--- config.mk ---
export PLATFORM = sky130hd
export DESIGN_NAME = mctrl_gen
export DESIGN_NICKNAME = d
export VERILOG_FILES = /design/src/rtl/mctrl_gen.sv
export SDC_FILE = /design/constraint.sdc
export NUM_CORES = 1
export LEC_CHECK = 0
export BUFFER_PORTS_ARGS = -buffer_cell sky130_fd_sc_hd__clkbuf_2
export CAP_MARGIN = 20
export CORE_AREA = 2 2 74 76
export CTS_CLUSTER_DIAMETER = 40
export DETAILED_ROUTE_END_ITERATION = 8
export DIE_AREA = 0 0 76 78
export GPL_TIMING_DRIVEN = 1
export PLACE_DENSITY = 0.75
export REMOVE_ABC_BUFFERS = 1
export SYNTH_ARGS = -nofsm -noshare
export SYNTH_HDL_FRONTEND = slang
export SYNTH_SLANG_ARGS = --single-unit
--- constraint.sdc ---
create_clock -name clk -period 2.5 [get_ports clk]
set_input_delay 0.375 -clock clk [delete_from_list [all_inputs] [get_ports clk]]
set_output_delay 0.375 -clock clk [all_outputs]
set_load 0.1 [all_outputs]
--- src/rtl/mctrl_gen.sv ---
// Multi-cycle MIPS control FSM with ALU-op decode, bus-wait timeout, precise traps
// and external interrupt entry; all controls are registered alongside the state.
module mctrl_gen #(
  parameter int ALU_OP_W    = 4,
  parameter int MEM_TIMEOUT = 16,
  parameter int TRAP_ON_OVF = 1
) (
  input  logic                clk,
  input  logic                reset,
  input  logic [31:0]         Inst_in,
  input  logic                zero,
  input  logic                overflow,
  input  logic                MIO_ready,
  input  logic                int_req,
  output logic                int_ack,
  output logic                MemRead,
  output logic                MemWrite,
  output logic                CPU_MIO,
  output logic                IorD,
  output logic                IRWrite,
  output logic [ALU_OP_W-1:0] ALU_operation,
  output logic [1:0]          RegDst,
  output logic                RegWrite,
  output logic [1:0]          MemtoReg,
  output logic                ALUSrcA,
  output logic [1:0]          ALUSrcB,
  output logic [1:0]          PCSource,
  output logic                PCWrite,
  output logic                PCWriteCond,
  output logic                Branch,
  output logic                EPCWrite,
  output logic [1:0]          cause,
  output logic [4:0]          state_out
);

  typedef enum logic [4:0] {
    S_IF = 5'd0, S_ID = 5'd1, S_MEM_EX = 5'd2, S_MEM_RD = 5'd3, S_LW_WB = 5'd4,
    S_MEM_WR = 5'd5, S_R_EXE = 5'd6, S_R_WB = 5'd7, S_BR_EXE = 5'd8, S_J = 5'd9,
    S_I_EXE = 5'd10, S_I_WB = 5'd11, S_LUI_WB = 5'd12, S_JR = 5'd13, S_JAL = 5'd14,
    S_TRAP = 5'd16
  } state_t;

  typedef struct packed {
    logic                mem_read;
    logic                mem_write;
    logic                cpu_mio;
    logic                iord;
    logic                pc_write;
    logic                pc_write_cond;
    logic                reg_write;
    logic [1:0]          reg_dst;
    logic [1:0]          mem_to_reg;
    logic                alu_src_a;
    logic [1:0]          alu_src_b;
    logic [1:0]          pc_source;
    logic                epc_write;
    logic [ALU_OP_W-1:0] alu_op;
  } ctrl_t;

  localparam logic [ALU_OP_W-1:0] ALU_ADD = ALU_OP_W'(2);
  localparam logic [ALU_OP_W-1:0] ALU_SUB = ALU_OP_W'(6);
  localparam int CNT_W = (MEM_TIMEOUT > 2) ? $clog2(MEM_TIMEOUT) : 1;
  localparam logic [CNT_W-1:0] TO_LAST = CNT_W'((MEM_TIMEOUT > 0) ? MEM_TIMEOUT - 1 : 0);

  state_t               state, nxt, dec_st;
  ctrl_t                ctrl_q;
  logic [1:0]           nxt_cause;
  logic [CNT_W-1:0]     cnt;
  logic                 chk_ovf, dec_ovf, timeout, if_fetch;
  logic [3:0]           dec_code;
  logic [ALU_OP_W-1:0]  dec_alu;
  logic [5:0]           op_f, fn;
  logic                 unused_bits;

  function automatic logic is_wait(input state_t s);
    return (s == S_IF) || (s == S_MEM_RD) || (s == S_MEM_WR);
  endfunction

  function automatic ctrl_t ctrl_of(input state_t s, input logic [ALU_OP_W-1:0] op);
    ctrl_t c;
    c        = '0;
    c.alu_op = ALU_ADD;
    case (s)
      S_IF:     begin c.mem_read = 1'b1; c.cpu_mio = 1'b1; c.alu_src_b = 2'b01; end
      S_ID:     c.alu_src_b = 2'b11;
      S_MEM_EX: begin c.alu_src_a = 1'b1; c.alu_src_b = 2'b10; end
      S_MEM_RD: begin c.iord = 1'b1; c.mem_read = 1'b1; c.cpu_mio = 1'b1; end
      S_LW_WB:  begin c.reg_write = 1'b1; c.mem_to_reg = 2'b01; end
      S_MEM_WR: begin c.iord = 1'b1; c.mem_write = 1'b1; c.cpu_mio = 1'b1; end
      S_R_EXE:  begin c.alu_src_a = 1'b1; c.alu_op = op; end
      S_R_WB:   begin c.reg_write = 1'b1; c.reg_dst = 2'b01; end
      S_BR_EXE: begin
        c.alu_src_a = 1'b1; c.alu_op = ALU_SUB; c.pc_write_cond = 1'b1; c.pc_source = 2'b01;
      end
      S_J:      begin c.pc_write = 1'b1; c.pc_source = 2'b10; end
      S_I_EXE:  begin c.alu_src_a = 1'b1; c.alu_src_b = 2'b10; c.alu_op = op; end
      S_I_WB:   c.reg_write = 1'b1;
      S_LUI_WB: begin c.reg_write = 1'b1; c.mem_to_reg = 2'b10; end
      S_JR:     begin c.alu_src_a = 1'b1; c.pc_write = 1'b1; end
      S_JAL:    begin
        c.pc_write = 1'b1; c.pc_source = 2'b10; c.reg_write = 1'b1;
        c.reg_dst = 2'b10; c.mem_to_reg = 2'b11;
      end
      S_TRAP:   begin c.epc_write = 1'b1; c.pc_write = 1'b1; c.pc_source = 2'b11; end
      default:  c.alu_op = ALU_ADD;
    endcase
    return c;
  endfunction

  assign op_f = Inst_in[31:26];
  assign fn   = Inst_in[5:0];
  // zero feeds the datapath's branch gate directly; the FSM only exports Branch.
  assign unused_bits = ^{Inst_in[25:6], zero};

  always_comb begin
    dec_st   = S_TRAP;
    dec_code = 4'd2;
    dec_ovf  = 1'b0;
    case (op_f)
      6'h00: case (fn)
        6'h20: begin dec_st = S_R_EXE; dec_code = 4'd2; dec_ovf = 1'b1; end
        6'h22: begin dec_st = S_R_EXE; dec_code = 4'd6; dec_ovf = 1'b1; end
        6'h24: begin dec_st = S_R_EXE; dec_code = 4'd0; end
        6'h25: begin dec_st = S_R_EXE; dec_code = 4'd1; end
        6'h26: begin dec_st = S_R_EXE; dec_code = 4'd3; end
        6'h27: begin dec_st = S_R_EXE; dec_code = 4'd4; end
        6'h2A: begin dec_st = S_R_EXE; dec_code = 4'd8; end
        6'h2B: begin dec_st = S_R_EXE; dec_code = 4'd7; end
        6'h02: begin dec_st = S_R_EXE; dec_code = 4'd5; end
        6'h00: begin dec_st = S_R_EXE; dec_code = 4'd9; end
        6'h03: begin dec_st = S_R_EXE; dec_code = 4'd10; end
        6'h08: dec_st = S_JR;
        default: dec_st = S_TRAP;
      endcase
      6'h08: begin dec_st = S_I_EXE; dec_code = 4'd2; dec_ovf = 1'b1; end
      6'h0C: begin dec_st = S_I_EXE; dec_code = 4'd0; end
      6'h0D: begin dec_st = S_I_EXE; dec_code = 4'd1; end
      6'h0E: begin dec_st = S_I_EXE; dec_code = 4'd3; end
      6'h0A: begin dec_st = S_I_EXE; dec_code = 4'd8; end
      6'h0B: begin dec_st = S_I_EXE; dec_code = 4'd7; end
      6'h0F: dec_st = S_LUI_WB;
      6'h23, 6'h2B: dec_st = S_MEM_EX;
      6'h04, 6'h05: dec_st = S_BR_EXE;
      6'h02: dec_st = S_J;
      6'h03: dec_st = S_JAL;
      default: dec_st = S_TRAP;
    endcase
    // An op code too wide for the ALU port is an illegal instruction on this build.
    if ((dec_st == S_R_EXE || dec_st == S_I_EXE) && !(int'(dec_code) < (1 << ALU_OP_W)))
      dec_st = S_TRAP;
  end

  assign dec_alu = ALU_OP_W'(dec_code);
  assign timeout = (MEM_TIMEOUT != 0) && !MIO_ready && (cnt == TO_LAST);

  always_comb begin
    nxt       = state;
    nxt_cause = cause;
    case (state)
      S_IF: begin
        if (int_req)        begin nxt = S_TRAP; nxt_cause = 2'd0; end
        else if (MIO_ready) nxt = S_ID;
        else if (timeout)   begin nxt = S_TRAP; nxt_cause = 2'd3; end
      end
      S_ID: begin
        nxt = dec_st;
        if (dec_st == S_TRAP) nxt_cause = 2'd1;
      end
      S_MEM_EX: nxt = (op_f == 6'h2B) ? S_MEM_WR : S_MEM_RD;
      S_MEM_RD: begin
        if (MIO_ready)    nxt = S_LW_WB;
        else if (timeout) begin nxt = S_TRAP; nxt_cause = 2'd3; end
      end
      S_MEM_WR: begin
        if (MIO_ready)    nxt = S_IF;
        else if (timeout) begin nxt = S_TRAP; nxt_cause = 2'd3; end
      end
      S_R_EXE, S_I_EXE: begin
        if (chk_ovf && overflow && (TRAP_ON_OVF != 0)) begin
          nxt = S_TRAP; nxt_cause = 2'd2;
        end else begin
          nxt = (state == S_R_EXE) ? S_R_WB : S_I_WB;
        end
      end
      default: nxt = S_IF;
    endcase
  end

  always_ff @(posedge clk or negedge reset) begin
    if (!reset) begin
      state   <= S_IF;
      ctrl_q  <= ctrl_of(S_IF, ALU_ADD);
      cause   <= 2'd0;
      cnt     <= '0;
      Branch  <= 1'b0;
      int_ack <= 1'b0;
      chk_ovf <= 1'b0;
    end else begin
      state   <= nxt;
      ctrl_q  <= ctrl_of(nxt, dec_alu);
      cause   <= nxt_cause;
      int_ack <= (nxt == S_TRAP) && (nxt_cause == 2'd0);
      if (state == S_ID) chk_ovf <= dec_ovf;
      if (state == S_ID && nxt == S_BR_EXE) Branch <= (op_f == 6'h04);
      if (nxt != state && is_wait(nxt))          cnt <= '0;
      else if (is_wait(state) && !MIO_ready)     cnt <= cnt + CNT_W'(1);
    end
  end

  // PC/IR load only on the cycle the fetch completes, so a stalled IF never double-writes.
  assign if_fetch      = (state == S_IF) && MIO_ready && !int_req && reset;
  assign PCWrite       = ctrl_q.pc_write | if_fetch;
  assign IRWrite       = if_fetch;
  assign MemRead       = ctrl_q.mem_read;
  assign MemWrite      = ctrl_q.mem_write;
  assign CPU_MIO       = ctrl_q.cpu_mio;
  assign IorD          = ctrl_q.iord;
  assign ALU_operation = ctrl_q.alu_op;
  assign RegDst        = ctrl_q.reg_dst;
  assign RegWrite      = ctrl_q.reg_write;
  assign MemtoReg      = ctrl_q.mem_to_reg;
  assign ALUSrcA       = ctrl_q.alu_src_a;
  assign ALUSrcB       = ctrl_q.alu_src_b;
  assign PCSource      = ctrl_q.pc_source;
  assign PCWriteCond   = ctrl_q.pc_write_cond;
  assign EPCWrite      = ctrl_q.epc_write;
  assign state_out     = state;

endmodule

==> impl_metrics.ini <==
[critical_path]
max_stage_delay_ns = 0.47
crit_slowest_cell = or3b_2
path_cells = buf_4, or3b_2, or3_1, o211ai_1, nor3_2, nand4b_1, mux2_1
cp-start-kind = flop
crit_required_ns = 2.67
cp-end-kind = flop
cp.arrival_ns = 2.57
worstSetupPathType = reg2reg
path_max_fanout = 4

[global_routing]
antenna_found_initial = 0
grt_max_degree = 36
grt_usage_pct = 21.0
grt_remaining_overflow = 0
grt_pass1_vias = 2098
grt_first_pass_wirelength_mm = 9.94

[clock_network]
cts.path.max_buffers = 2
ctsResizeCount = 0
numClockSinks = 35
clk_latency_ns = 0.28
h-tree-depth = 2
cts-root-buf = clkbuf_8
hold_buffers = 0
clk_pin_slew_ns = 0.07
numCtsBuffers = 5
cts_tree = built
postCtsSetupBuffers = 0

[finish]
area_growth_pct = 24.7
finalNetCount = 371
multi_input_area_um2 = 1290
utilization_pct = 58.5
num_antenna_cells = 0
fillers = 446
drive_above_1_share_pct = 35.1
seq_area_um2 = 882

[timing]
fin_crit_ns = 2.41
rsz0062_at_grt = no
max_slew.worst_pin.slew_ns = 0.551
setup_tns_ns = 0
hold_viol = 0
final-max-slew-violation-count = 0
fin_skew_ns = 0.00142
setup_viol = 0
fmax_mhz = 416
period_share_pct = 96.2
relSlewSlack_pct = 63.3

[synth]
syn_avg_cell_area_um2 = 8.89
syn_area_um2 = 2360
synthesis.instances = 266
synth_enable_flop_cells = 0
ys_warn_count = 0
synth-seq-area-share_pct = 37.2
async_flop_share_pct = 100
yosysTopAreaCell = dfrtp_1
synth_seq_cells = 35
netlist.area_leader.share_pct = 32.8
netlist-cell-type-count = 63
synth_ff_type = dfrtp_1
synth_top_cells_by_area = dfrtp_1 (33%), dfstp_2 (4.4%), buf_4 (4.1%)

[placed_design]
io_buffers = 47
gp_congestion = 0.953
post-dp-hpwl_mm = 4.59

[power_and_ir_drop]
p_per_area_nw_per_um2 = 1030
pwr-share-clk_pct = 12.8
pwr-share-comb_pct = 61.2
power_leakage_uw = 0.00144
peakVddDrop_uv = 573
switching_share_pct = 52.6
p_int_uw = 1430
p_seq_share_pct = 26.0
switchingPower_uw = 1590

[floorplanning]
coreArea_um2 = 5040
die_area_um2 = 5930
start_util_pct = 46.9
rows = 26
io_pins = 69
die_x_um = 76
fp.dieH_um = 78

[routing]
drc = 0
drt_iter0_drc = 221
firstDrtPassIters = 5
wirelength_mm = 5.83
wl_per_cell_um = 14.5
vias_per_cell = 5.47
antenna_left = 0
vias = 2205

[outcome]
status = finished clean

[flow_run]
maxCapViolCount = 0

[min_path]
hp-class = in2async
==> power groups by stage <==
stage	logic [uW]	clock network, uW	registers, uW
floorplan	623	0	1500
detailed placement	1820	0	794
global placement	1810	0	794
CTS	1830	395	785
global route	1960	422	809
finish	1850	387	787
==> routing by layer <==
| layer | wire, um | GRT usage [%] | up-vias |
|---|---|---|---|
| li1 | - | - | 1099 |
| met1 | 2580 | 30.7 | 1007 |
| met2 | 2690 | 31.8 | 92 |
| met3 | 516 | 4.42 | 7 |
| met4 | 44 | 5.45 | 0 |
| met5 | 0 | 0 | - |
==> cell families (layout without fill, tap and decap cells) <==
family,after synthesis,count (layout),share of synthesized area [%]
AO/OA/AOI/OAI,66,66,21.3
XOR/XNOR,10,10,3.70
adder cells (fa/ha/maj),1,1,0.529
buffers and inverters,39,106,8.78
flip-flops,35,35,37.2
multiplexers,2,2,0.952
AND/OR/NAND/NOR,113,113,27.5
==> layout make-up <==
class / instances / share of cell area (%)
Clock buffer: 6 / 2.46
Multi-Input combinational cell: 192 / 43.9
Timing Repair Buffer: 85 / 18.7
Inverter: 13 / 1.65
Tap cell: 70 / 2.97
Sequential cell: 35 / 29.9
Clock inverter: 2 / 0.424
==> placed cells by master (no fill, tap or decap), types with 4 or more instances in the layout <==
| cell type | instances |
|---|---|
| nor2_1 | 17 |
| nand2_1 | 23 |
| nand4_1 | 6 |
| dfrtp_1 | 30 |
| or3_1 | 6 |
| clkbuf_2 | 45 |
| dfstp_2 | 4 |
| nand2b_1 | 10 |
| a21oi_1 | 14 |
| inv_1 | 13 |
| and3_1 | 4 |
| a211oi_1 | 4 |
| nor2b_1 | 4 |
| o21ai_0 | 9 |
| buf_4 | 38 |
| xnor2_1 | 6 |
| nand3_1 | 6 |
| clkbuf_8 | 5 |
| a31oi_1 | 5 |
| xor2_1 | 4 |
| or2_2 | 4 |
| nor3_1 | 7 |
| nand4b_1 | 4 |
==> metrics by stage <==
stage                     hold WS [ns]  std cells  instance area, um2  setup slack [ns]  total power, uW
after global placement           0.437        395                2840           -0.0922             2600
after global routing             0.171        403                2950           0.00603             3190
after floorplan                 0.0794        240                2210             -1.31             2130
after detailed placement         0.441        395                2840            -0.113             2620
final                            0.125        403                2950            0.0949             3020
after CTS                        0.136        403                2930            0.0336             3010
==> registers in the layout, indices dropped and copies added, names as in the netlist <==
signal and cells:
chk_ovf 1, state_out 5, Branch 1, EPCWrite 1, RegDst 2, IorD 1, RegWrite 1, ALU_operation 4
cnt 4, cause 2, ALUSrcA 1, CPU_MIO 1, ALUSrcB 2, ctrl_q 1, MemRead 1, PCSource 2
MemtoReg 2, PCWriteCond 1, MemWrite 1, int_ack 1
==> Yosys cell counts (4+ instances only) <==
master and count:
dfrtp_1 31, nand2_1 23, nor2_1 17, a21oi_1 14, buf_4 13, inv_1 13
nand2b_1 10, o21ai_0 9, nor3_1 7, clkbuf_1 6, nand3_1 6, nand4_1 6
or3_1 6, xnor2_1 6, a31oi_1 5, a211oi_1 4, and3_1 4, buf_2 4
dfstp_2 4, nand4b_1 4, nor2b_1 4, or2_2 4, xor2_1 4
==> worst paths after layout <==
path / slack, ns / cells past startpoint / startpoint / end
min in group clk: 0.46 / 2 / int_req / int_ack
min reg2reg: 0.51 / 2 / cause[0] / cause[0]
min: 0.12 / 2 / reset / ALUSrcB[1]
max in group asynchronous: 2.05 / 2 / reset / CPU_MIO
max: 0.09 / 7 / state_out[4] / Branch
max reg2reg: 0.09 / 7 / state_out[4] / Branch
==> worst max-delay path, delay by kind of cell (launching register included) <==
family	cells	cell delay, ns
AO/OA/AOI/OAI	1	0.23
AND/OR/NAND/NOR	4	1.13
buffers and inverters	1	0.16
flip-flops	1	0.42
multiplexers	1	0.35
Note: power is estimated with default switching activity, not from simulation.
